$ cat config.mk
export PLATFORM = sky130hd
export DESIGN_NAME = alu_issue_arbiter_flat
export DESIGN_NICKNAME = d
export VERILOG_FILES = /design/src/rtl/alu_issue_arbiter_if.sv /design/src/rtl/alu_issue_arbiter.sv /design/src/flat_wrapper.sv
export SDC_FILE = /design/constraint.sdc
export NUM_CORES = 1
export LEC_CHECK = 0
export BUFFER_PORTS_ARGS = -buffer_cell sky130_fd_sc_hd__buf_2
export CAP_MARGIN = 15
export CORE_AREA = 2 2 121 123
export CTS_BUF_LIST = sky130_fd_sc_hd__clkbuf_2 sky130_fd_sc_hd__clkbuf_4 sky130_fd_sc_hd__clkbuf_8
export DETAILED_ROUTE_END_ITERATION = 12
export DIE_AREA = 0 0 123 125
export HOLD_SLACK_MARGIN = 0.02
export MAX_ROUTING_LAYER = met4
export PLACE_DENSITY = 0.77
export SLEW_MARGIN = 20
export SYNTH_ARGS = -nofsm -noshare
export SYNTH_HDL_FRONTEND = slang
export SYNTH_SLANG_ARGS = --single-unit
$ cat constraint.sdc
create_clock -name clk -period 1.6 [get_ports clk]
set_clock_uncertainty 0.15 [all_clocks]
set_input_delay 0.16 -clock clk [delete_from_list [all_inputs] [get_ports clk]]
set_output_delay 0.16 -clock clk [all_outputs]
set_load 0.02 [all_outputs]
$ cat src/rtl/alu_issue_arbiter_if.sv
// alu_issue_arbiter_if: request, ALU-side and response signals of alu_issue_arbiter.
interface alu_issue_arbiter_if;
  logic        req0_valid, req0_ready;
  logic [6:0]  req0_opcode, req0_funct7;
  logic [2:0]  req0_funct3;
  logic [31:0] req0_a, req0_b;
  logic        req1_valid, req1_ready;
  logic [6:0]  req1_opcode, req1_funct7;
  logic [2:0]  req1_funct3;
  logic [31:0] req1_a, req1_b;
  logic [6:0]  alu_opcode, alu_funct7;
  logic [2:0]  alu_funct3;
  logic [31:0] alu_a, alu_b, alu_c;
  logic        rsp_valid, rsp_id;
  logic [31:0] rsp_data;
  logic        busy;
  modport slave (
    input  req0_valid, req0_opcode, req0_funct7, req0_funct3, req0_a, req0_b,
    input  req1_valid, req1_opcode, req1_funct7, req1_funct3, req1_a, req1_b,
    input  alu_c,
    output req0_ready, req1_ready,
    output alu_opcode, alu_funct7, alu_funct3, alu_a, alu_b,
    output rsp_valid, rsp_id, rsp_data, busy
  );
  modport master (
    output req0_valid, req0_opcode, req0_funct7, req0_funct3, req0_a, req0_b,
    output req1_valid, req1_opcode, req1_funct7, req1_funct3, req1_a, req1_b,
    output alu_c,
    input  req0_ready, req1_ready,
    input  alu_opcode, alu_funct7, alu_funct3, alu_a, alu_b,
    input  rsp_valid, rsp_id, rsp_data, busy
  );
endinterface

$ cat src/rtl/alu_issue_arbiter.sv
// alu_issue_arbiter: two-requester ALU issue arbiter and tagged result router; define ALU_ARB_RR_EN for round-robin, else requester 0 has fixed priority.
module alu_issue_arbiter #(
  parameter int ALU_LATENCY = 2
) (
  input logic                clk,
  input logic                rst,
  alu_issue_arbiter_if.slave bus
);
  // One stage beyond the ALU latency so the tag leaves the pipe on the edge alu_c is stable.
  localparam int D = ALU_LATENCY + 1;
  logic         grant, gid;
  logic [D-1:0] sv, sid;
`ifdef ALU_ARB_RR_EN
  logic prio;
  assign gid = bus.req1_valid && (!bus.req0_valid || prio);
  always_ff @(posedge clk)
    prio <= rst ? 1'b0 : grant ? ~gid : prio;
`else
  assign gid = bus.req1_valid && !bus.req0_valid;
`endif
  assign grant          = !rst && (bus.req0_valid || bus.req1_valid);
  assign bus.req0_ready = grant && !gid;
  assign bus.req1_ready = grant && gid;
  always_ff @(posedge clk)
    if (rst) begin
      bus.alu_opcode <= '0;
      bus.alu_funct7 <= '0;
      bus.alu_funct3 <= '0;
      bus.alu_a      <= '0;
      bus.alu_b      <= '0;
    end else if (grant) begin
      bus.alu_opcode <= gid ? bus.req1_opcode : bus.req0_opcode;
      bus.alu_funct7 <= gid ? bus.req1_funct7 : bus.req0_funct7;
      bus.alu_funct3 <= gid ? bus.req1_funct3 : bus.req0_funct3;
      bus.alu_a      <= gid ? bus.req1_a : bus.req0_a;
      bus.alu_b      <= gid ? bus.req1_b : bus.req0_b;
    end
  always_ff @(posedge clk) begin
    sv  <= rst ? '0 : {sv[D-2:0], grant};
    sid <= {sid[D-2:0], gid};
  end
  always_ff @(posedge clk)
    if (rst) begin
      bus.rsp_valid <= 1'b0;
      bus.rsp_id    <= 1'b0;
      bus.rsp_data  <= '0;
    end else begin
      bus.rsp_valid <= sv[D-1];
      bus.rsp_id    <= sv[D-1] ? sid[D-1] : bus.rsp_id;
      bus.rsp_data  <= sv[D-1] ? bus.alu_c : bus.rsp_data;
    end
  assign bus.busy = |sv || bus.rsp_valid;
endmodule

$ cat src/flat_wrapper.sv
// flat-port wrapper written by rule: the top's interface ports become plain ports
module alu_issue_arbiter_flat 
#(
  parameter int ALU_LATENCY = 2
)
  (clk, rst, bus_req0_valid, bus_req0_opcode, bus_req0_funct7, bus_req0_funct3, bus_req0_a, bus_req0_b, bus_req1_valid, bus_req1_opcode, bus_req1_funct7, bus_req1_funct3, bus_req1_a, bus_req1_b, bus_alu_c, bus_req0_ready, bus_req1_ready, bus_alu_opcode, bus_alu_funct7, bus_alu_funct3, bus_alu_a, bus_alu_b, bus_rsp_valid, bus_rsp_id, bus_rsp_data, bus_busy);
  alu_issue_arbiter_if bus_i ();
  input logic clk;
  input logic rst;
  input wire logic [$bits(bus_i.req0_valid)-1:0] bus_req0_valid;
  input wire logic [$bits(bus_i.req0_opcode)-1:0] bus_req0_opcode;
  input wire logic [$bits(bus_i.req0_funct7)-1:0] bus_req0_funct7;
  input wire logic [$bits(bus_i.req0_funct3)-1:0] bus_req0_funct3;
  input wire logic [$bits(bus_i.req0_a)-1:0] bus_req0_a;
  input wire logic [$bits(bus_i.req0_b)-1:0] bus_req0_b;
  input wire logic [$bits(bus_i.req1_valid)-1:0] bus_req1_valid;
  input wire logic [$bits(bus_i.req1_opcode)-1:0] bus_req1_opcode;
  input wire logic [$bits(bus_i.req1_funct7)-1:0] bus_req1_funct7;
  input wire logic [$bits(bus_i.req1_funct3)-1:0] bus_req1_funct3;
  input wire logic [$bits(bus_i.req1_a)-1:0] bus_req1_a;
  input wire logic [$bits(bus_i.req1_b)-1:0] bus_req1_b;
  input wire logic [$bits(bus_i.alu_c)-1:0] bus_alu_c;
  output wire logic [$bits(bus_i.req0_ready)-1:0] bus_req0_ready;
  output wire logic [$bits(bus_i.req1_ready)-1:0] bus_req1_ready;
  output wire logic [$bits(bus_i.alu_opcode)-1:0] bus_alu_opcode;
  output wire logic [$bits(bus_i.alu_funct7)-1:0] bus_alu_funct7;
  output wire logic [$bits(bus_i.alu_funct3)-1:0] bus_alu_funct3;
  output wire logic [$bits(bus_i.alu_a)-1:0] bus_alu_a;
  output wire logic [$bits(bus_i.alu_b)-1:0] bus_alu_b;
  output wire logic [$bits(bus_i.rsp_valid)-1:0] bus_rsp_valid;
  output wire logic [$bits(bus_i.rsp_id)-1:0] bus_rsp_id;
  output wire logic [$bits(bus_i.rsp_data)-1:0] bus_rsp_data;
  output wire logic [$bits(bus_i.busy)-1:0] bus_busy;
  assign bus_i.req0_valid = bus_req0_valid;
  assign bus_i.req0_opcode = bus_req0_opcode;
  assign bus_i.req0_funct7 = bus_req0_funct7;
  assign bus_i.req0_funct3 = bus_req0_funct3;
  assign bus_i.req0_a = bus_req0_a;
  assign bus_i.req0_b = bus_req0_b;
  assign bus_i.req1_valid = bus_req1_valid;
  assign bus_i.req1_opcode = bus_req1_opcode;
  assign bus_i.req1_funct7 = bus_req1_funct7;
  assign bus_i.req1_funct3 = bus_req1_funct3;
  assign bus_i.req1_a = bus_req1_a;
  assign bus_i.req1_b = bus_req1_b;
  assign bus_i.alu_c = bus_alu_c;
  assign bus_req0_ready = bus_i.req0_ready;
  assign bus_req1_ready = bus_i.req1_ready;
  assign bus_alu_opcode = bus_i.alu_opcode;
  assign bus_alu_funct7 = bus_i.alu_funct7;
  assign bus_alu_funct3 = bus_i.alu_funct3;
  assign bus_alu_a = bus_i.alu_a;
  assign bus_alu_b = bus_i.alu_b;
  assign bus_rsp_valid = bus_i.rsp_valid;
  assign bus_rsp_id = bus_i.rsp_id;
  assign bus_rsp_data = bus_i.rsp_data;
  assign bus_busy = bus_i.busy;
  alu_issue_arbiter #(.ALU_LATENCY(ALU_LATENCY)) u_core (.clk(clk), .rst(rst), .bus(bus_i));
endmodule
==> results.rst, run 1 <==
.. list-table::
   :header-rows: 1

   * - Metric
     - Value
   * - Yosys warnings
     - 0
   * - Placement Rows
     - 44
   * - Placed wire-length estimate after detailed placement
     - a little over 10000 um
   * - Average instance area after synthesis
     - between 10 and 15 um2
   * - Die Wd
     - 123 um
   * - Die Span Y
     - 125 um
   * - Initial core utilization
     - 0.360
   * - Top-Level Pins
     - 316
   * - Outcome
     - aborted with a tool error
   * - Routability cong.
     - 0.771
   * - Stage where the flow stopped
     - clock tree synthesis
   * - Cell count after synthesis
     - 483
   * - Clock Tree Root
     - clkbuf_8
   * - Flop and latch count out of synthesis
     - 121
   * - Level count of the clock H-tree
     - 4
   * - Library cells used by synthesis
     - 13
   * - CTS Hold Buffers Added
     - 198
   * - Register area share after synthesis
     - 0.473
   * - Synth Net Count
     - 681
   * - Number of buffers on the longest clock path
     - 2
   * - Post CTS Setup Buffer Count
     - 0
   * - Post_cts resized
     - 3
   * - Count of buffers from port buffering
     - 315
   * - Post-synth design cell area
     - 5120 um2
   * - Clock buffers created by TritonCTS
     - 17
   * - Clock tree sinks
     - 121
   * - First logged error message
     - [ERROR RSZ-0060] Max buffer count reached.
[metrics by stage]
step / instances / setup slack, ps / hold slack, ps / area, um2
2_1_floorplan: 483 / 218 / 157 / 5120
3_3_place_gp: 953 / 272 / 161 / 6870
3_5_place_dp: 953 / 300 / 164 / 6870
[synthesized netlist by cell type]
cell      count  area [um2]
buf_4         3        22.5
buf_6         1        11.3
buf_8         7         105
nor2_1       36         135
buf_1         1        3.75
inv_2         1        3.75
or4_1         1        7.51
clkbuf_1     27         101
nor2b_1      86         538
a211oi_1     81         608
buf_2         4        20.0
mux2i_1     114        1140
dfxtp_1     121        2420
[cell families after synthesis]
family,after synthesis,share of synthesized area
simple gates,123,0.133
buf+inv,44,0.0523
flops,121,0.473
mux,114,0.223
compound gates,81,0.119
==> inputs of run 2 (changes only) <==
Settings changed: CORE_AREA 2 2 121 123 to 2 2 124 126, CTS_BUF_LIST sky130_fd_sc_hd__clkbuf_2 sky130_fd_sc_hd__clkbuf_4 sky130_fd_sc_hd__clkbuf_8 to default, DIE_AREA 0 0 123 125 to 0 0 126 128, HOLD_SLACK_MARGIN 0.02 to default, MAX_ROUTING_LAYER met4 to default, PLACE_DENSITY 0.77 to default, PLACE_DENSITY_LB_ADDON from default to 0.15.
==> results.rst, run 2 <==
.. list-table::
   :header-rows: 1

   * - Metric
     - Value
   * - Logic depth of the worst register-to-register path
     - 3
   * - Die Wd
     - between 100 and 150 um
   * - Worst EP arrival
     - 1380 ps
   * - Top-Level Pins
     - 316
   * - Count of buffers from port buffering
     - about 320
   * - Pin slew with the least headroom to its limit
     - roughly 570 ps
   * - Maxcap violations
     - 0
   * - Series of cell instances along the critical path
     - or4_4 > buf_6
   * - Final setup violation count
     - 1
   * - Most common cell after layout, fill and taps aside
     - buf_2
   * - Critical path launch point type
     - flop
   * - CP Depth
     - 2
   * - Count of buffer and inverter cells on the critical path
     - 1
   * - Clock tree from TritonCTS
     - built
   * - Worst vdd rail ir drop
     - 0.598 mV
   * - Count of flip-flops with a built-in enable after synthesis
     - 0
   * - Count of final hold-check violations
     - 0
   * - Worst hold path stage count
     - 3
   * - Residual overflow from global routing
     - 0
   * - Clock tree sinks
     - 121
   * - Level count of the clock H-tree
     - 4
   * - Clock buffers created by TritonCTS
     - 17
   * - End-of-flow core utilization
     - 0.632
   * - Power per Cell Area
     - 933 nW/um2
   * - Placed wire-length estimate after detailed placement
     - around 11000 um
   * - Routed length on met1
     - ~7100 um
   * - Number of buffers on the longest clock path
     - 2
   * - Met2 wire len
     - 9720 um
   * - Clock latency at the later pin of the worst-skew pair
     - 400 ps
   * - Peak clock frequency supported by timing
     - 590 MHz
   * - Ant. Diodes
     - 0
   * - Global-route usage over all layers
     - 0.226
   * - Post-detailed-route wirelength per cell
     - ~16 um
   * - First DRT Iteration DRCs
     - 184
   * - Required arrival time at the worst endpoint
     - around 1300 ps
   * - Number of antenna violations at the first check in global routing
     - 0
   * - Die Span Y
     - between 100 and 150 um
   * - Top sig layer
     - met4
   * - Largest registers
     - u_core.bus.alu_a x32, u_core.bus.alu_b x32, u_core.bus.rsp_data x32
   * - Placeable core region
     - 14900 um2
   * - Area fraction of the dominant cell type after synthesis
     - 0.473
   * - Largest delay share family, worst path
     - simple AND/OR/NAND/NOR gates
   * - Remaining routing DRC violations
     - 0
   * - Violations in the final reports
     - negative setup slack
   * - Cell types occupying the most area after synthesis
     - dfxtp_1 47%, mux2i_1 22%, a211oi_1 12%, nor2b_1 11%, nor2_1 2.6%
   * - First-pass GRT wire length
     - between 20000 and 30000 um
   * - Via count of the first global-routing pass
     - about 6000
   * - Detailed-router iteration count before antenna repair
     - 5
   * - RSZ-0062 raised after global routing
     - true
   * - Leakage component of the power
     - around 4.5 nW
   * - Most used cells in the layout excluding fill and tap cells
     - 312 x buf_2, 195 x dlygate4sd3_1, 119 x dfxtp_1
   * - Outcome
     - complete, but fails checks
   * - Clock Tree Root
     - clkbuf_16
   * - Layout net count
     - roughly 1200
   * - Setup TNS Final
     - -94.2 ps
   * - Ranking of synthesized cells by instance count
     - 121 x dfxtp_1, 114 x mux2i_1, 86 x nor2b_1, 81 x a211oi_1, 36 x nor2_1
   * - Type of destination of the critical path
     - output pin
   * - Total die area
     - 16100 um2
   * - Cell count after synthesis
     - just under 500
   * - Storage cell area
     - 2420 um2
   * - Count of pins over their slew limit
     - 0
   * - Layout-stage area growth over the synthesis result
     - 83.5%
   * - Clock transition at the register clock pins on the worst setup and hold paths after CTS
     - 50 ps
   * - Layout Cells excl Fill
     - 1183
   * - Type of the most critical hold path
     - input pin to flop
   * - CP max-delay cell
     - or4_4
   * - Wire length on met3
     - 1150 um
   * - Antenna-violating nets left
     - 0
   * - Initial core utilization
     - 0.344
   * - Count of filler cells inserted in the layout
     - between 1000 and 1500
   * - Share of cells above drive strength 1
     - 0.367
   * - Register area share after synthesis
     - 0.473
   * - Total Wirelength
     - 18400 um
   * - Via-per-instance ratio
     - 4.75
   * - Path type of the worst setup path
     - flop to output pin
   * - Worst setup margin
     - -94.2 ps
   * - Ratio of final minimum period to clock period
     - 1.06
   * - Combined area of the multi-input logic cells
     - 2440 um2
   * - Flop and latch count out of synthesis
     - 121
   * - Final worst path period need
     - 1690 ps
   * - Cell accounting for the most synthesized area
     - dfxtp_1
   * - Pin count of the biggest net entering global routing
     - 53
   * - Library cells used by synthesis
     - 13
   * - Ys flop type
     - dfxtp_1
   * - Delay of the slowest cell on the worst path
     - 520 ps
   * - Routability cong.
     - 0.811
   * - Post CTS Setup Buffer Count
     - 0
   * - Critical path fanouts, max
     - 2
   * - Placement Rows
     - 45
   * - Dpl cells
     - 956
   * - Average instance area after synthesis
     - between 10 and 15 um2
   * - Post-synth design cell area
     - 5120 um2
   * - Asr flop ratio synth
     - 0
   * - Slew Limit Headroom
     - 0.617
   * - Yosys warnings
     - 0
   * - Synth Net Count
     - 681
   * - Most numerous cell in the Yosys netlist
     - dfxtp_1
   * - Via total after detailed routing
     - 5615
[run 2: cell counts after synthesis]
Identical to the previous run, type by type.
[run 2: per-layer routing]
| layer | track usage | vias up |
|---|---|---|
| met2 | 0.424 | 227 |
| li1 | - | 2714 |
| met4 | 0.0983 | 0 |
| met3 | 0.0634 | 41 |
| met1 | 0.236 | 2633 |
| met5 | 0 | - |
[run 2: timing repair]
item,CTS,global route
resized for setup,3,2
endpoints found under the hold margin,115,0
setup endpoints to repair,1,2
hold buffers,195,0
pin swaps,1,1
[run 2: through the flow]
stage          hold slack [ps]  power (mW)  setup WS [ps]  area (um2)
2_1_floorplan              157        4.09            218        5120
3_3_place_gp               162        4.62            252        6850
3_5_place_dp               162        4.64            218        6850
4_1_cts                   21.3        8.81           -114        9390
5_1_grt                   19.2        9.14           -138        9390
6_report                  29.2        8.77          -94.2        9390
[run 2: tightest hold or removal path, cell delays in order]
cell and delay, ps:
buf_4 200, nor2_1 130, nor2_1 40
[run 2: area by class of cell]
class                   instances  share of cell area
clock buffers                  17              0.0453
clock inverters                15              0.0163
inverters                       1            0.000400
multi-input cells             318               0.260
flip-flops and latches        121               0.258
well taps                     188              0.0250
repair buffers                523               0.395
[run 2: final timing paths]
check | from | endpoint | slack (ps)
min reg2reg | u_core.sid[0] | u_core.sid[1] | 180
min | bus_req1_valid | u_core.sv[0] | 30
max reg2reg | u_core.bus.alu_a[19] | u_core.bus.alu_a[19] | 100
max | u_core.sv[2] | bus_busy | -90
[run 2: power by group]
group,switching [mW],internal (mW)
Clock,1.44,2.29
Sequential,0.0971,3.20
Combinational,0.797,0.940
Total,2.33,6.43
[run 2: cells by family after synthesis]
| logic type | share of synthesized area |
|---|---|
| buffers and inverters | 0.0523 |
| AO/OA/AOI/OAI | 0.119 |
| AND/OR/NAND/NOR | 0.133 |
| multiplexers | 0.223 |
| flip-flops | 0.473 |
(Power assumes the default switching activity.)
==> inputs of run 3 (changes only) <==
Settings changed: PLACE_DENSITY from default to 0.71, PLACE_DENSITY_LB_ADDON 0.15 to default, SETUP_SLACK_MARGIN from default to 0.5.
==> results.rst, run 3 (synthesis results as in run 2) <==
.. list-table::
   :header-rows: 1

   * - Metric
     - Value
   * - Largest delay share family, worst path
     - simple AND/OR/NAND/NOR gates
   * - Final worst path period need
     - 1720 ps
   * - Via total after detailed routing
     - 6249
   * - Layout-stage area growth over the synthesis result
     - 117%
   * - Worst hold margin
     - -25.1 ps
   * - Layout Cells excl Fill
     - 1247
   * - Die Span Y
     - 128 um
   * - Maxcap violations
     - 0
   * - Sum of internal, switching and leakage power
     - 9.75 mW
   * - Residual overflow from global routing
     - 0
   * - Clock latency at the later pin of the worst-skew pair
     - around 400 ps
   * - Clock transition at the register clock pins on the worst setup and hold paths after CTS
     - 50 ps
   * - Initial core utilization
     - 0.344
   * - Count of final hold-check violations
     - 11
   * - Level count of the clock H-tree
     - 4
   * - Number of antenna violations at the first check in global routing
     - 1
   * - Clock buffers created by TritonCTS
     - 17
   * - Type of the most critical hold path
     - input pin to flop
   * - Power per Cell Area
     - 877 nW/um2
   * - CP max-delay cell
     - or4_4
   * - First-pass GRT wire length
     - 34500 um
   * - Via count of the first global-routing pass
     - 6569
   * - Remaining routing DRC violations
     - 0
   * - First DRT Iteration DRCs
     - 319
   * - Count of pins over their slew limit
     - 0
   * - Type of destination of the critical path
     - output pin
   * - Global-route usage over all layers
     - 0.272
   * - Most common cell after layout, fill and taps aside
     - dlygate4sd3_1
   * - Final setup violation count
     - 1
   * - Worst vdd rail ir drop
     - around 0.65 mV
   * - Path type of the worst setup path
     - flop to output pin
   * - Worst setup margin
     - -122 ps
   * - Top-Level Pins
     - 316
   * - Post-placement setup slack
     - 251 ps
   * - Peak clock frequency supported by timing
     - 581 MHz
   * - Share of cells above drive strength 1
     - 0.531
   * - Placeable core region
     - 14900 um2
   * - Via-per-instance ratio
     - 5.01
   * - Delay of the slowest cell on the worst path
     - 540 ps
   * - Violations in the final reports
     - negative hold slack, negative setup slack
   * - Clock tree from TritonCTS
     - built
   * - Count of buffers from port buffering
     - 315
   * - Total die area
     - 16100 um2
   * - Count of buffer and inverter cells on the critical path
     - 1
   * - Clock Tree Root
     - clkbuf_16
   * - Worst EP arrival
     - 1410 ps
   * - Number of buffers on the longest clock path
     - 2
   * - Cell area after layout
     - 11100 um2
   * - Routability cong.
     - 0.793
   * - Die Wd
     - ~130 um
   * - Pin count of the biggest net entering global routing
     - 76
   * - Slew Limit Headroom
     - 0.760
   * - Dpl cells
     - 958
   * - Cell area after placement
     - 6900 um2
   * - Layout net count
     - 1242
   * - Ratio of final minimum period to clock period
     - 1.08
   * - Leakage component of the power
     - 5.05 nW
   * - Count of filler cells inserted in the layout
     - 818
   * - End-of-flow core utilization
     - 0.747
   * - Required arrival time at the worst endpoint
     - ~1300 ps
   * - Antenna-violating nets left
     - 0
   * - Largest registers
     - u_core.bus.alu_a x32, u_core.bus.alu_b x32, u_core.bus.rsp_data x32
   * - Post-detailed-route wirelength per cell
     - 20.0 um
   * - Critical path fanouts, max
     - 2
   * - Placement Rows
     - between 40 and 50
   * - Detailed-router iteration count before antenna repair
     - 5
   * - Total Wirelength
     - approximately 25000 um
   * - Clock tree sinks
     - 121
   * - Series of cell instances along the critical path
     - or4_4 > buf_6
   * - RSZ-0062 raised after global routing
     - true
   * - Pin slew with the least headroom to its limit
     - 359 ps
   * - Critical path launch point type
     - flop
   * - Outcome
     - complete, but fails checks
   * - Placed wire-length estimate after detailed placement
     - 10400 um
   * - Most used cells in the layout excluding fill and tap cells
     - 197 x dlygate4sd3_1, 195 x buf_2, 120 x buf_6
-- run 3: repair_timing --
item                                    CTS  global route
buffers inserted                          9            43
endpoints found under the hold margin   119             8
hold buffers                            198             1
pin swaps                                 1             4
resized for setup                       362            32
endpoints found under the setup margin  144           155
cloned                                    4             0
-- run 3: stage by stage --
| stage | hold slack, ps | setup TNS [ps] |
|---|---|---|
| after floorplan | 157 | 0 |
| after global placement | 165 | 0 |
| after detailed placement | 164 | 0 |
| after CTS | -60.3 | -121 |
| after global routing | -22.6 | -152 |
| final | -25.1 | -122 |
-- run 3: final cells by class --
cell class              count  area [um2]  share of cell area
clock buffers              18         439              0.0395
repair buffers            585        5100               0.459
inverters                   1        8.76            0.000789
clock inverters            14         196              0.0177
flip-flops and latches    121        2570               0.232
multi-input cells         318        2550               0.230
diodes                      2        5.00            0.000451
well taps                 188         235              0.0212
-- run 3: worst paths after layout --
check / startpoint / to / slack (ps) / cells past startpoint
worst max-delay path: u_core.sv[0] / bus_busy / -120 / 2
worst min register to register: u_core.sid[0] / u_core.sid[1] / 180 / 0
worst min-delay path: rst / u_core.sv[0] / -30 / 2
worst max register to register: u_core.sv[2] / u_core.bus.rsp_data[24] / 240 / 5
-- run 3: layer usage --
layer | up-vias | wire (um) | global-route usage | share of wire
li1 | 2835 | - | - | -
met1 | 2956 | 9170 | 0.286 | 0.37
met2 | 369 | 12900 | 0.488 | 0.52
met3 | 89 | 1840 | 0.0814 | 0.074
met4 | 0 | 1030 | 0.145 | 0.041
met5 | - | 0 | 0 | 0
-- run 3: power by group --
| group | switching, mW | internal, mW |
|---|---|---|
| Combinational | 0.950 | 1.26 |
| Sequential | 0.148 | 3.24 |
| Clock | 1.49 | 2.66 |
| Total | 2.59 | 7.16 |
